<file path="src/rtl/servo_sequencer_pkg.sv">
// ============================================================================
// Module      : servo_sequencer_pkg
// Description : Shared state encoding and default idle position for servo
//               playback and the top-level mode FSM.
// Revision    : 1.0 - initial release
// ============================================================================
`timescale 1ns/1ps
`default_nettype none

package servo_sequencer_pkg;

    localparam int c_CENTER_DEFAULT = 128;

    typedef enum logic [2:0] {
        ST_IDLE  = 3'd0,
        ST_LOAD  = 3'd1,
        ST_SLEW  = 3'd2,
        ST_DWELL = 3'd3,
        ST_DONE  = 3'd4
    } seq_state_t;

endpackage

`default_nettype wire

</file>
<file path="src/rtl/servo_sequencer_axis_slew.sv">
// ============================================================================
// Module      : axis_slew
// Description : One servo axis: latches a target and steps the position
//               toward it by at most STEP per tick, clamping on arrival.
// Revision    : 1.0 - initial release
// ============================================================================
`timescale 1ns/1ps
`default_nettype none

module axis_slew
    import servo_sequencer_pkg::*;
#(
    parameter int DATA_WIDTH = 8,
    parameter int STEP       = 1,
    parameter int CENTER     = c_CENTER_DEFAULT
) (
    input  logic                  clk,
    input  logic                  rst,
    input  logic                  tick,
    input  logic                  load,
    input  logic [DATA_WIDTH-1:0] target,
    output logic [DATA_WIDTH-1:0] pos,
    output logic                  at_target
);

    localparam int c_POS_MAX  = (1 << DATA_WIDTH) - 1;
    localparam int c_STEP_SAT = (STEP > c_POS_MAX) ? c_POS_MAX : STEP;
    localparam logic [DATA_WIDTH-1:0] c_STEP       = DATA_WIDTH'(c_STEP_SAT);
    localparam logic [DATA_WIDTH-1:0] c_CENTER_POS = DATA_WIDTH'(CENTER);

    logic [DATA_WIDTH-1:0] r_target;
    logic [DATA_WIDTH-1:0] r_pos;
    logic [DATA_WIDTH-1:0] w_diff;
    logic [DATA_WIDTH-1:0] w_stepped;
    logic [DATA_WIDTH-1:0] w_pos_next;
    logic                  w_up;

    always_comb begin
        w_up   = r_target > r_pos;
        w_diff = w_up ? (r_target - r_pos) : (r_pos - r_target);
        if (w_diff <= c_STEP) begin
            w_stepped = r_target;
        end else if (w_up) begin
            w_stepped = r_pos + c_STEP;
        end else begin
            w_stepped = r_pos - c_STEP;
        end
        w_pos_next = tick ? w_stepped : r_pos;
    end

    // Reflects the position after this edge, so the sequencer can leave SLEW
    // on the same edge that completes the final step.
    assign at_target = (w_pos_next == r_target);
    assign pos       = r_pos;

    always_ff @(posedge clk or negedge rst) begin
        if (!rst) begin
            r_target <= c_CENTER_POS;
            r_pos    <= c_CENTER_POS;
        end else begin
            if (load) begin
                r_target <= target;
            end
            r_pos <= w_pos_next;
        end
    end

endmodule

`default_nettype wire

</file>
<file path="src/rtl/servo_sequencer.sv">
// ============================================================================
// Module      : servo_sequencer
// Description : Plays back ROM waypoints on three servo axes with rate-limited
//               slewing and a per-waypoint dwell, optionally looping.
// Revision    : 1.0 - initial release
// ============================================================================
`timescale 1ns/1ps
`default_nettype none

module servo_sequencer
    import servo_sequencer_pkg::*;
#(
    parameter int DATA_WIDTH  = 8,
    parameter int ADDR_WIDTH  = 3,
    parameter int NUM_STEPS   = 8,
    parameter int TICK_DIV    = 500000,
    parameter int DWELL_TICKS = 50,
    parameter int STEP        = 1,
    parameter int CENTER      = c_CENTER_DEFAULT
) (
    input  logic                  clk,
    input  logic                  rst,
    input  logic                  start,
    input  logic                  stop,
    input  logic                  loop,
    output logic [ADDR_WIDTH-1:0] rom_addr,
    input  logic [DATA_WIDTH-1:0] rom_data_x,
    input  logic [DATA_WIDTH-1:0] rom_data_y,
    input  logic [DATA_WIDTH-1:0] rom_data_z,
    output logic [DATA_WIDTH-1:0] pos_x,
    output logic [DATA_WIDTH-1:0] pos_y,
    output logic [DATA_WIDTH-1:0] pos_z,
    output logic                  busy,
    output logic                  done
);

    localparam int c_PRE_W   = $clog2(TICK_DIV);
    localparam int c_DWELL_W = $clog2(DWELL_TICKS + 1);
    localparam logic [c_PRE_W-1:0]    c_PRE_LAST   = c_PRE_W'(TICK_DIV - 1);
    localparam logic [c_DWELL_W-1:0]  c_DWELL_LAST = c_DWELL_W'(DWELL_TICKS - 1);
    localparam logic [ADDR_WIDTH-1:0] c_IDX_LAST   = ADDR_WIDTH'(NUM_STEPS - 1);

    seq_state_t             r_state;
    logic [ADDR_WIDTH-1:0]  r_idx;
    logic [c_PRE_W-1:0]     r_pre;
    logic [c_DWELL_W-1:0]   r_dwell;
    logic                   r_busy;
    logic                   r_done;

    logic                   w_tick;
    logic [c_PRE_W-1:0]     w_pre_next;
    logic                   w_axis_tick;
    logic                   w_axis_load;
    logic [DATA_WIDTH-1:0]  w_rom [3];
    logic [DATA_WIDTH-1:0]  w_pos [3];
    logic [2:0]             w_at_target;

    assign w_tick      = (r_pre == c_PRE_LAST);
    assign w_pre_next  = w_tick ? '0 : r_pre + 1'b1;
    // stop must freeze the axes even when it lands on a tick edge.
    assign w_axis_tick = w_tick && (r_state == ST_SLEW) && !stop;
    assign w_axis_load = (r_state == ST_LOAD) && !stop;

    assign w_rom[0] = rom_data_x;
    assign w_rom[1] = rom_data_y;
    assign w_rom[2] = rom_data_z;

    generate
        for (genvar gi = 0; gi < 3; gi++) begin : g_axis
            axis_slew #(
                .DATA_WIDTH (DATA_WIDTH),
                .STEP       (STEP),
                .CENTER     (CENTER)
            ) u_axis (
                .clk       (clk),
                .rst       (rst),
                .tick      (w_axis_tick),
                .load      (w_axis_load),
                .target    (w_rom[gi]),
                .pos       (w_pos[gi]),
                .at_target (w_at_target[gi])
            );
        end
    endgenerate

    always_ff @(posedge clk or negedge rst) begin
        if (!rst) begin
            r_state <= ST_IDLE;
            r_idx   <= '0;
            r_pre   <= '0;
            r_dwell <= '0;
            r_busy  <= 1'b0;
            r_done  <= 1'b0;
        end else if (stop) begin
            r_state <= ST_IDLE;
            r_idx   <= '0;
            r_pre   <= '0;
            r_dwell <= '0;
            r_busy  <= 1'b0;
            r_done  <= 1'b0;
        end else begin
            case (r_state)
                ST_IDLE, ST_DONE: begin
                    if (start) begin
                        r_state <= ST_LOAD;
                        r_idx   <= '0;
                        r_busy  <= 1'b1;
                        r_done  <= 1'b0;
                    end
                end
                ST_LOAD: begin
                    r_state <= ST_SLEW;
                    r_pre   <= '0;
                    r_dwell <= '0;
                end
                ST_SLEW: begin
                    r_pre <= w_pre_next;
                    if (&w_at_target) begin
                        r_state <= ST_DWELL;
                    end
                end
                ST_DWELL: begin
                    r_pre <= w_pre_next;
                    if (w_tick) begin
                        if (r_dwell == c_DWELL_LAST) begin
                            r_dwell <= '0;
                            if (r_idx != c_IDX_LAST) begin
                                r_idx   <= r_idx + 1'b1;
                                r_state <= ST_LOAD;
                            end else if (loop) begin
                                r_idx   <= '0;
                                r_state <= ST_LOAD;
                            end else begin
                                r_state <= ST_DONE;
                                r_busy  <= 1'b0;
                                r_done  <= 1'b1;
                            end
                        end else begin
                            r_dwell <= r_dwell + 1'b1;
                        end
                    end
                end
                default: begin
                    r_state <= ST_IDLE;
                    r_busy  <= 1'b0;
                    r_done  <= 1'b0;
                end
            endcase
        end
    end

    assign rom_addr = r_idx;
    assign pos_x    = w_pos[0];
    assign pos_y    = w_pos[1];
    assign pos_z    = w_pos[2];
    assign busy     = r_busy;
    assign done     = r_done;

endmodule

`default_nettype wire

</file>
<file path="config.mk">
export PLATFORM = sky130hd
export DESIGN_NAME = servo_sequencer
export DESIGN_NICKNAME = d
export VERILOG_FILES = /design/src/rtl/servo_sequencer_pkg.sv /design/src/rtl/servo_sequencer_axis_slew.sv /design/src/rtl/servo_sequencer.sv
export SDC_FILE = /design/constraint.sdc
export NUM_CORES = 1
export LEC_CHECK = 0
export ABC_AREA = 1
export CAP_MARGIN = 10
export CORE_ASPECT_RATIO = 0.6
export CORE_UTILIZATION = 40
export DETAILED_ROUTE_END_ITERATION = 6
export HOLD_SLACK_MARGIN = 0.1
export REMOVE_ABC_BUFFERS = 1
export SYNTH_ARGS = -nofsm -noshare
export SYNTH_HDL_FRONTEND = slang
export SYNTH_SLANG_ARGS = --single-unit
</file>
<file path="constraint.sdc">
create_clock -name clk -period 6.02 [get_ports clk]
set_clock_uncertainty 0.1 [all_clocks]
set_input_delay 1.204 -clock clk [delete_from_list [all_inputs] [get_ports clk]]
set_output_delay 1.204 -clock clk [all_outputs]
set_load 0.005 [all_outputs]
</file>
Word-level counts from Yosys, hierarchy flattened

Cells that the tools add are included.

Register bits: 81
Input port bits: 29
Output and inout port bits: 29
Word-level logic and storage cells: 115

Add/sub/neg operators: 15
$lt $le $gt $ge: 6
Eq/ne operators: 18
Muxes and demuxes: 48
Reductions and logical operators: 16

Operators with widths:

| operator                                            | count |
|---|---|
| two-way mux 8 bit                                   | 12 |
| subtractor 8 bit                                    | 6 |
| two-way mux 3 bit                                   | 13 |
| two-way mux 19 bit                                  | 2 |
| one-hot mux 19 bit (2 select lines)                 | 1 |
| adder 8 x 1 -> 8 bit, second input constant         | 3 |
| == test 8 bit                                       | 3 |
| greater-than comparator 8 bit                       | 3 |
| <= comparator 8 x 1 -> 1 bit, second input constant | 3 |
| subtractor 8 x 1 -> 8 bit, second input constant    | 3 |
| adder 19 x 1 -> 19 bit, second input constant       | 1 |
| == test 19 bit, second input constant               | 1 |
| two-way mux 6 bit                                   | 3 |
| != test 3 bit, second input constant                | 6 |
| two-way mux 1 bit                                   | 12 |
| one-hot mux 3 bit (4 select lines)                  | 1 |
| one-hot mux 6 bit (2 select lines)                  | 1 |
| nonzero test 3 bit                                  | 3 |
| adder 6 x 1 -> 6 bit, second input constant         | 1 |
| == test 3 x 2 -> 1 bit, second input constant       | 2 |
| == test 6 bit, second input constant                | 1 |
| one-hot mux 1 bit (3 select lines)                  | 2 |
| one-hot mux 3 bit (2 select lines)                  | 1 |
| AND reduction 6 bit                                 | 1 |
| 14 further kinds                                    | 18 |

Depth between registers and ports, before layout

Gate-level depths: netlist of the first run.

Depth after elaboration: 10
Gate-level depth with buffers: 32
Gate-level depth less buffers: 32

By module

A second synthesis of the first run with hierarchy kept.

Cell total of the unflattened synthesis: 1,242
Area, all modules: 8,394.3 µm²

By module, submodules not included:

| module                            | instances | cells an instance | area an instance (µm²) | sequential area each (µm²) |
|---|---|---|---|---|
| axis_slew at g_axis[0].u_axis ... | 2         | 313               | 2,040.7                | 402.9 |
| servo_sequencer                   | 1         | 301               | 2,239.6                | 825.8 |
| axis_slew at g_axis[1].u_axis     | 1         | 315               | 2,073.2                | 402.9 |

Worst setup path after synthesis of the first run

No wires, ideal clock.

Path kind: reg-to-reg
Start: register g_axis[0].u_axis.r_target[0]
End: register r_state[2]
Setup time: 0.117 ns
Arrival: 3.336 ns
Required time: 5.803 ns
Slack: 2.468 ns
Stages on the path, launching flop included: 33
Path buffers: 0
Period minus slack after synthesis: 3.552 ns
Cells stage by stage: dfrtp_1 > inv_1 > ha_1 > inv_1 > fa_1 > nand3_1 > nand2_1 > nand2_1 > nand2_1 > nand2_1 > ha_1 > a21oi_1 > nand2_1 > nand2_1 > nand2_1 > a21oi_1 > inv_1 > nand2_1 > nand2_1 > nand3_1 > nand3_1 > nand2_1 > nand2_1 > nand2_1 > nand2_1 > nor2_1 > nand2_1 > nor2_1 > nand2_1 > nand2_2 > nand2_1 > nand2_1 > nand2_1

Cells in the longest elaborated chain, start to end: 9
Elaborated cells on any way between the ends: 12
Classes of those cells: add/sub (2); order compare (2); eq/ne (2); mux (4); reduce/logical (2)

Ends and longest elaborated chain:

| item                                                              | line                                                             | RTL |
|---|---|---|
| from (decl)                                                       | servo_sequencer_axis_slew.sv:31                                  | `logic [DATA_WIDTH-1:0] r_target;` |
| from (signal assigned)                                            | servo_sequencer_axis_slew.sv:58                                  | `r_target <= c_CENTER_POS;` |
| from (signal assigned)                                            | servo_sequencer_axis_slew.sv:62                                  | `r_target <= target;` |
| subtractor 8 bit or greater-than comparator 8 bit (tied branches) | servo_sequencer_axis_slew.sv:40, servo_sequencer_axis_slew.sv:39 |  |
| two-way mux 8 bit                                                 | servo_sequencer_axis_slew.sv:40                                  | `w_diff = w_up ? (r_target - r_pos) : (r_pos - r_target);` |
| <= comparator 8 x 1 -> 1 bit                                      | servo_sequencer_axis_slew.sv:41                                  | `if (w_diff <= c_STEP) begin` |
| two-way mux 8 bit (*)                                             | servo_sequencer_axis_slew.sv:41                                  |  |
| two-way mux 8 bit (*)                                             | servo_sequencer_axis_slew.sv:48                                  | `w_pos_next = tick ? w_stepped : r_pos;` |
| named net g_axis[0].u_axis.w_pos_next[5]                          | servo_sequencer_axis_slew.sv:35                                  | `logic [DATA_WIDTH-1:0] w_pos_next;` |
| == test 8 bit (*)                                                 | servo_sequencer_axis_slew.sv:53                                  | `assign at_target = (w_pos_next == r_target);` |
| AND reduction 3 bit (*)                                           | servo_sequencer.sv:118                                           | `if (&w_at_target) begin` |
| != test 3 x 2 -> 1 bit (no source line) (*)                       | --                                                               |  |
| AND reduction 4 bit (no source line) (*)                          | --                                                               |  |
| to (signal assigned)                                              | servo_sequencer.sv:119                                           | `r_state <= ST_DWELL;` |
| to (signal assigned)                                              | servo_sequencer.sv:129                                           | `r_state <= ST_LOAD;` |
| to (signal assigned)                                              | servo_sequencer.sv:132                                           | `r_state <= ST_LOAD;` |
| to (decl)                                                         | servo_sequencer.sv:43                                            | `seq_state_t r_state;` |

The timed path passes the listed nets; every way through them passes the cells marked *.
A chain may end at the register's enable or synchronous reset.

Worst setup path in the final report of the first run

Ends and elaborated chain as after synthesis.

==> results of run 1 <==
==> worst max path at each step <==
stage                     cells after the start                      to                                      from
final                                        32  r_state[2]$_DFFE_PN0P_  g_axis[0].u_axis.r_target[0]$_DFFE_PN0P_
after global routing                         32  r_state[2]$_DFFE_PN0P_  g_axis[0].u_axis.r_target[0]$_DFFE_PN0P_
after CTS                                    32  r_state[2]$_DFFE_PN0P_  g_axis[0].u_axis.r_target[0]$_DFFE_PN0P_
after detailed placement                     19  r_state[2]$_DFFE_PN0P_                                      stop
after global placement                       19  r_state[2]$_DFFE_PN0P_                                      stop
after floorplan                               4        busy$_DFFE_PN0P_                                      stop
==> worst max-delay path: cells and delay by family, from the launching register on <==
kind / cells / cell delay, ns
adder cells (fa/ha/maj): 3 / 0.95
flip-flops: 1 / 0.42
AND/OR/NAND/NOR: 24 / 2.14
AO/OA/AOI/OAI: 2 / 0.37
buffers and inverters: 3 / 0.29
==> layout make-up <==
cell class | count | area, um2 | share of cell area
multi-input cells | 914 | 4915 | 0.5468
flip-flops and latches | 81 | 2034 | 0.2263
inverters | 212 | 795.8 | 0.08853
repair buffers | 61 | 598.1 | 0.06654
well taps | 266 | 332.8 | 0.03703
clock buffers | 9 | 225.2 | 0.02506
clock inverters | 7 | 87.58 | 0.009744
==> per-layer routing <==
metal	GRT usage	vias to the layer above	part of all wire
li1	-	4034	-
met1	0.3751	3571	0.54
met2	0.3069	258	0.37
met3	0.04650	21	0.077
met4	0.04278	0	0.0091
met5	0	-	0
==> registers in the layout (all words and copies together) (netlist names) <==
register and flops:
g_axis.u_axis.pos 24, r_dwell 6, r_pre 19, done 1, busy 1, r_state 3, g_axis.u_axis.r_target 24, rom_addr 3
==> power groups by stage <==
| stage | Clock [mW] | Combinational, mW | Sequential (mW) |
|---|---|---|---|
| 6_report | 0.588 | 2.30 | 0.767 |
| 3_3_place_gp | 0 | 2.26 | 0.774 |
| 2_1_floorplan | 0 | 1.73 | 0.729 |
| 4_1_cts | 0.601 | 2.27 | 0.763 |
| 3_5_place_dp | 0 | 2.25 | 0.773 |
| 5_1_grt | 0.624 | 2.63 | 0.778 |
==> kinds of logic after synthesis <==
kind of cell,Yosys count,synth area share
DFF,81,0.2591
and+or+nand+nor,682,0.3754
buffers and inverters,235,0.1160
AOI/OAI and AO/OA,129,0.08811
adders and majority gates,79,0.1345
xor gates and xnor gates,23,0.02565
muxes,1,0.001275
==> cell usage in the layout, fill, tap and decap left out, types with 5 or more instances in the layout <==
master / count
a21oi_1: 54
buf_4: 5
clkbuf_16: 9
clkdlybuf4s50_1: 56
dfrtp_1: 75
dfstp_2: 6
fa_1: 9
ha_1: 70
inv_1: 206
inv_2: 5
nand2_1: 399
nand3_1: 144
nand4_1: 29
nor2_1: 64
nor3_1: 15
nor4_1: 6
o21ai_0: 53
o22ai_1: 6
xnor2_1: 7
xor2_1: 16
==> impl_metrics.json, run 1 <==
{
  "status": "complete, no violations",
  "start_kind": "register",
  "antenna_found_initial": 0,
  "place_congestion": 0.9262,
  "ys_seq_area_frac": 0.2591,
  "finalCoreUtilization": 0.4699,
  "p_leak_nw": 4.668,
  "r2r_end": "r_state[2]$_DFFE_PN0P_",
  "crit_fanout": 9,
  "die-width_um": 182.9,
  "final_design_area_no_fill_um2": 8989,
  "hp-class": "register to register",
  "drive_gt1_frac": 0.04050,
  "grt_pass1_vias": 7248,
  "drv_slew": 0,
  "setup-violations-final": 0,
  "firstDrtPassIters": 5,
  "yosys_most_used_dff": "dfrtp_1",
  "yosysTopAreaCell": "dfrtp_1",
  "max_freq_mhz": 229.1,
  "design.die.area_um2": 20210,
  "yosys-top-cells-area": "dfrtp_1, nand2_1, ha_1",
  "arrival_ns": 4.52,
  "grt_start_max_net_pins": 55,
  "fillers": 2000,
  "drc": 0,
  "clkTransAtPathRegs_ns": 0.07,
  "final_cells": 1550,
  "min_path_cells": 2,
  "drt-vias-per-instance": 5.086,
  "hp-start": "done$_DFFE_PN0P_",
  "pre_cts_slack_ns": 1.707,
  "routed_wl_mm": 22.33,
  "coreArea_um2": 19130,
  "grt_pass1_wl_mm": 37.49,
  "r2r-start": "g_axis[0].u_axis.r_target[0]$_DFFE_PN0P_",
  "p_clk_frac": 0.161,
  "peakVddDrop_mv": 0.1852,
  "ys_warn_count": 0,
  "h-tree-depth": 3,
  "yosys_register_bits": 81,
  "clock_path_buffers": 2,
  "ys_top_cells_by_count": "nand2_1, inv_1, nand3_1",
  "setup_tns_ns": 0,
  "grt_overflow": 0,
  "clock_sinks": 81,
  "syn_avg_cell_area_um2": 6.384,
  "clkLatencyLatePin_ns": 0.35,
  "place_area_um2": 8676,
  "worst_slew_pin_slew_ns": 0.7980,
  "p_total_mw": 3.654,
  "fin_crit_ns": 4.364,
  "end_kind": "register",
  "synth-async-reset-ratio": 1.000,
  "hold_buffers": 0,
  "cts_made_buffers": 9,
  "p_int_mw": 1.755,
  "diodes": 0,
  "relSlewSlack": 0.4674,
  "wl_per_cell_um": 14.40,
  "syn_inst": 1230,
  "reg2reg_depth": 32,
  "cts_tree": "done",
  "cpPeakStageDelay_ns": 0.42,
  "clockRootBuffer": "clkbuf_16",
  "p_sw_frac": 0.5196,
  "switchingPower_mw": 1.898,
  "min_period_over_period": 0.7250,
  "grt_use_total": 0.2311,
  "critPathKind": "register to register",
  "hold_slack_ns": 0.3939,
  "synth_edf_count": 0,
  "syn-cell-area_um2": 7853,
  "r2r_slack_ns": 1.66,
  "min_to": "done$_DFFE_PN0P_",
  "hold_viol": 0,
  "rsz0062_at_grt": "false",
  "maxCapViolations": 0,
  "cts_resized": 0,
  "comb_power_share": 0.629,
  "nNetsFinal": 1387,
  "p_per_area_nw_per_um2": 406.5,
  "initial_core_util": 0.4105,
  "p_seq_frac": 0.210,
  "worst_slack_ns": 1.656,
  "vias": 7884,
  "ios": 58,
  "cp_data_required_time_ns": 6.17,
  "dp_cells": 1534,
  "die_h_um": 110.5,
  "cp_slowest_cell": "dfrtp_1",
  "dp_hpwl_mm": 17.27,
  "row_count": 39,
  "synth.most_common_cell": "nand2_1",
  "yosys.area.top_type_share": 0.2390,
  "drt_iter0_markers": 868,
  "io_buffer_count": 57,
  "synth_cell_type_count": 41,
  "syn2layout_area_growth_pct": 14.47,
  "cp_common_cell": "nand2_1",
  "antenna_left": 0,
  "cts_setup_buffers": 0
}
No activity file was read; power rests on OpenSTA's default activity.
==> run 2: changes to the inputs <==
==> constraint.sdc (replaced) <==
create_clock -name clk -period 3.6 [get_ports clk]
set_clock_uncertainty 0.1 [all_clocks]
set_input_delay 0.72 -clock clk [delete_from_list [all_inputs] [get_ports clk]]
set_output_delay 0.72 -clock clk [all_outputs]
set_load 0.005 [all_outputs]
==> run 2 against run 1 <==
The flow now finishes with violations (setup timing). Sequential share of layout area decreased by 3.6 points. Utilization is 9.0 points higher. Design area is 19% higher. Final cell count grew 9.6%.
==> impl_metrics.json, run 2 (synthesized netlist as in run 1, its figures left out) <==
{
  "grt_pass1_wl_mm": 38.38,
  "cpPeakStageDelay_ns": 0.54,
  "nNetsFinal": 1536,
  "h-tree-depth": 3,
  "dp_cells": 1667,
  "maxCapViolations": 0,
  "diodes": 0,
  "p_clk_frac": 0.139,
  "violations": "setup timing",
  "drt_iter0_markers": 714,
  "worst_slew_pin_slew_ns": 0.6716,
  "clock_sinks": 81,
  "max_freq_mhz": 274.2,
  "clkLatencyLatePin_ns": 0.36,
  "antenna_left": 0,
  "cp_common_cell": "nand2_1",
  "dp_hpwl_mm": 18.13,
  "antenna_found_initial": 0,
  "start_kind": "register",
  "drc": 0,
  "clockRootBuffer": "clkbuf_16",
  "end_kind": "register",
  "cts_tree": "done",
  "firstDrtPassIters": 5,
  "cts_made_buffers": 9,
  "p_per_area_nw_per_um2": 697.3,
  "p_sw_frac": 0.4776,
  "fin_crit_ns": 3.647,
  "hold_buffers": 0,
  "reg2reg_depth": 30,
  "crit_fanout": 6,
  "mostFrequentLayoutCell": "nand2_1",
  "final_design_area_no_fill_um2": 10710,
  "grt_use_total": 0.2374,
  "wl_per_cell_um": 13.96,
  "p_seq_frac": 0.166,
  "arrival_ns": 3.79,
  "coreArea_um2": 19130,
  "grt_pass1_vias": 7546,
  "switchingPower_mw": 3.567,
  "cp_data_required_time_ns": 3.74,
  "clock_path_buffers": 2,
  "initial_core_util": 0.4105,
  "worst_slack_ns": -0.04740,
  "io_buffer_count": 57,
  "drt-vias-per-instance": 4.974,
  "setup-violations-final": 2,
  "setup_tns_ns": -0.05071,
  "cp_slowest_cell": "dfstp_2",
  "status": "finished, violations left",
  "syn2layout_area_growth_pct": 36.41,
  "rsz0062_at_grt": "true",
  "finalCoreUtilization": 0.5600,
  "die_h_um": 110.5,
  "hp-class": "input pin to async pin",
  "die-width_um": 182.9,
  "critPathKind": "register to register",
  "drv_slew": 0,
  "final_cell_mix": "nand2_1, inv_1, buf_4",
  "hold_slack_ns": 0.2910,
  "hold_viol": 0,
  "clkTransAtPathRegs_ns": 0.07,
  "p_leak_nw": 5.464,
  "place_congestion": 0.9116,
  "comb_power_share": 0.695,
  "final_cells": 1699,
  "design.die.area_um2": 20210,
  "drive_gt1_frac": 0.2017,
  "place_area_um2": 9699,
  "routed_wl_mm": 23.72,
  "min_period_over_period": 1.013,
  "peakVddDrop_mv": 0.3351,
  "row_count": 39,
  "ios": 58,
  "relSlewSlack": 0.5522,
  "grt_start_max_net_pins": 51,
  "vias": 8451,
  "p_int_mw": 3.902,
  "grt_overflow": 0
}
-- run 2: power by group through the flow --
| stage | logic [mW] | clock network, mW | registers [mW] |
|---|---|---|---|
| finish | 5.19 | 1.04 | 1.24 |
| global route | 5.79 | 1.10 | 1.26 |
| CTS | 4.69 | 1.06 | 1.24 |
| detailed placement | 4.45 | 0 | 1.24 |
| global placement | 4.40 | 0 | 1.24 |
| floorplan | 2.90 | 0 | 1.22 |
-- run 2: what timing repair did --
item	CTS	global route
endpoints found under the setup margin	2	2
pin swaps	28	36
gates resized for setup	52	59
setup buffers	8	8
-- run 2: area by class of cell --
type | count | area [um2]
clock buffers | 10 | 239.0
flip-flops and latches | 81 | 2034
clock inverters | 6 | 90.09
fillers | 1836 | 8417
inverters | 212 | 795.8
repair buffers | 210 | 1788
well taps | 266 | 332.8
multi-input cells | 914 | 5431
-- run 2: through the flow --
step	power [mW]	worst slack (ns)
5_1_grt	8.143	-0.2659
2_1_floorplan	4.118	0.01052
4_1_cts	6.992	-0.001864
3_5_place_dp	5.686	-0.2611
3_3_place_gp	5.640	-0.2231
6_report	7.469	-0.04740
-- run 2: final timing paths --
path / startpoint / to / slack [ns]
min in group clk: done$_DFFE_PN0P_ / done$_DFFE_PN0P_ / 0.39
min: rst / r_pre[8]$_DFFE_PN0P_ / 0.29
max: g_axis[0].u_axis.pos[7]$_DFF_PN1_ / r_state[2]$_DFFE_PN0P_ / -0.05
max in group asynchronous: rst / g_axis[1].u_axis.pos[7]$_DFF_PN1_ / 2.33
min reg2reg: done$_DFFE_PN0P_ / done$_DFFE_PN0P_ / 0.39
max reg2reg: g_axis[0].u_axis.pos[7]$_DFF_PN1_ / r_state[2]$_DFFE_PN0P_ / -0.05
-- run 2: worst max-delay path: cells and delay by family, from the launching register on --
family | cells | cell delay, ns
simple gates | 24 | 2.04
fa+ha+maj | 2 | 0.47
buf+inv | 4 | 0.36
flops | 1 | 0.54
-- run 2: per-layer routing --
metal,up-vias,GRT usage,part of all wire
met5,-,0,0
met4,0,0.04778,0.011
met3,26,0.03958,0.054
met2,249,0.3232,0.39
met1,3859,0.3826,0.54
li1,4317,-,-
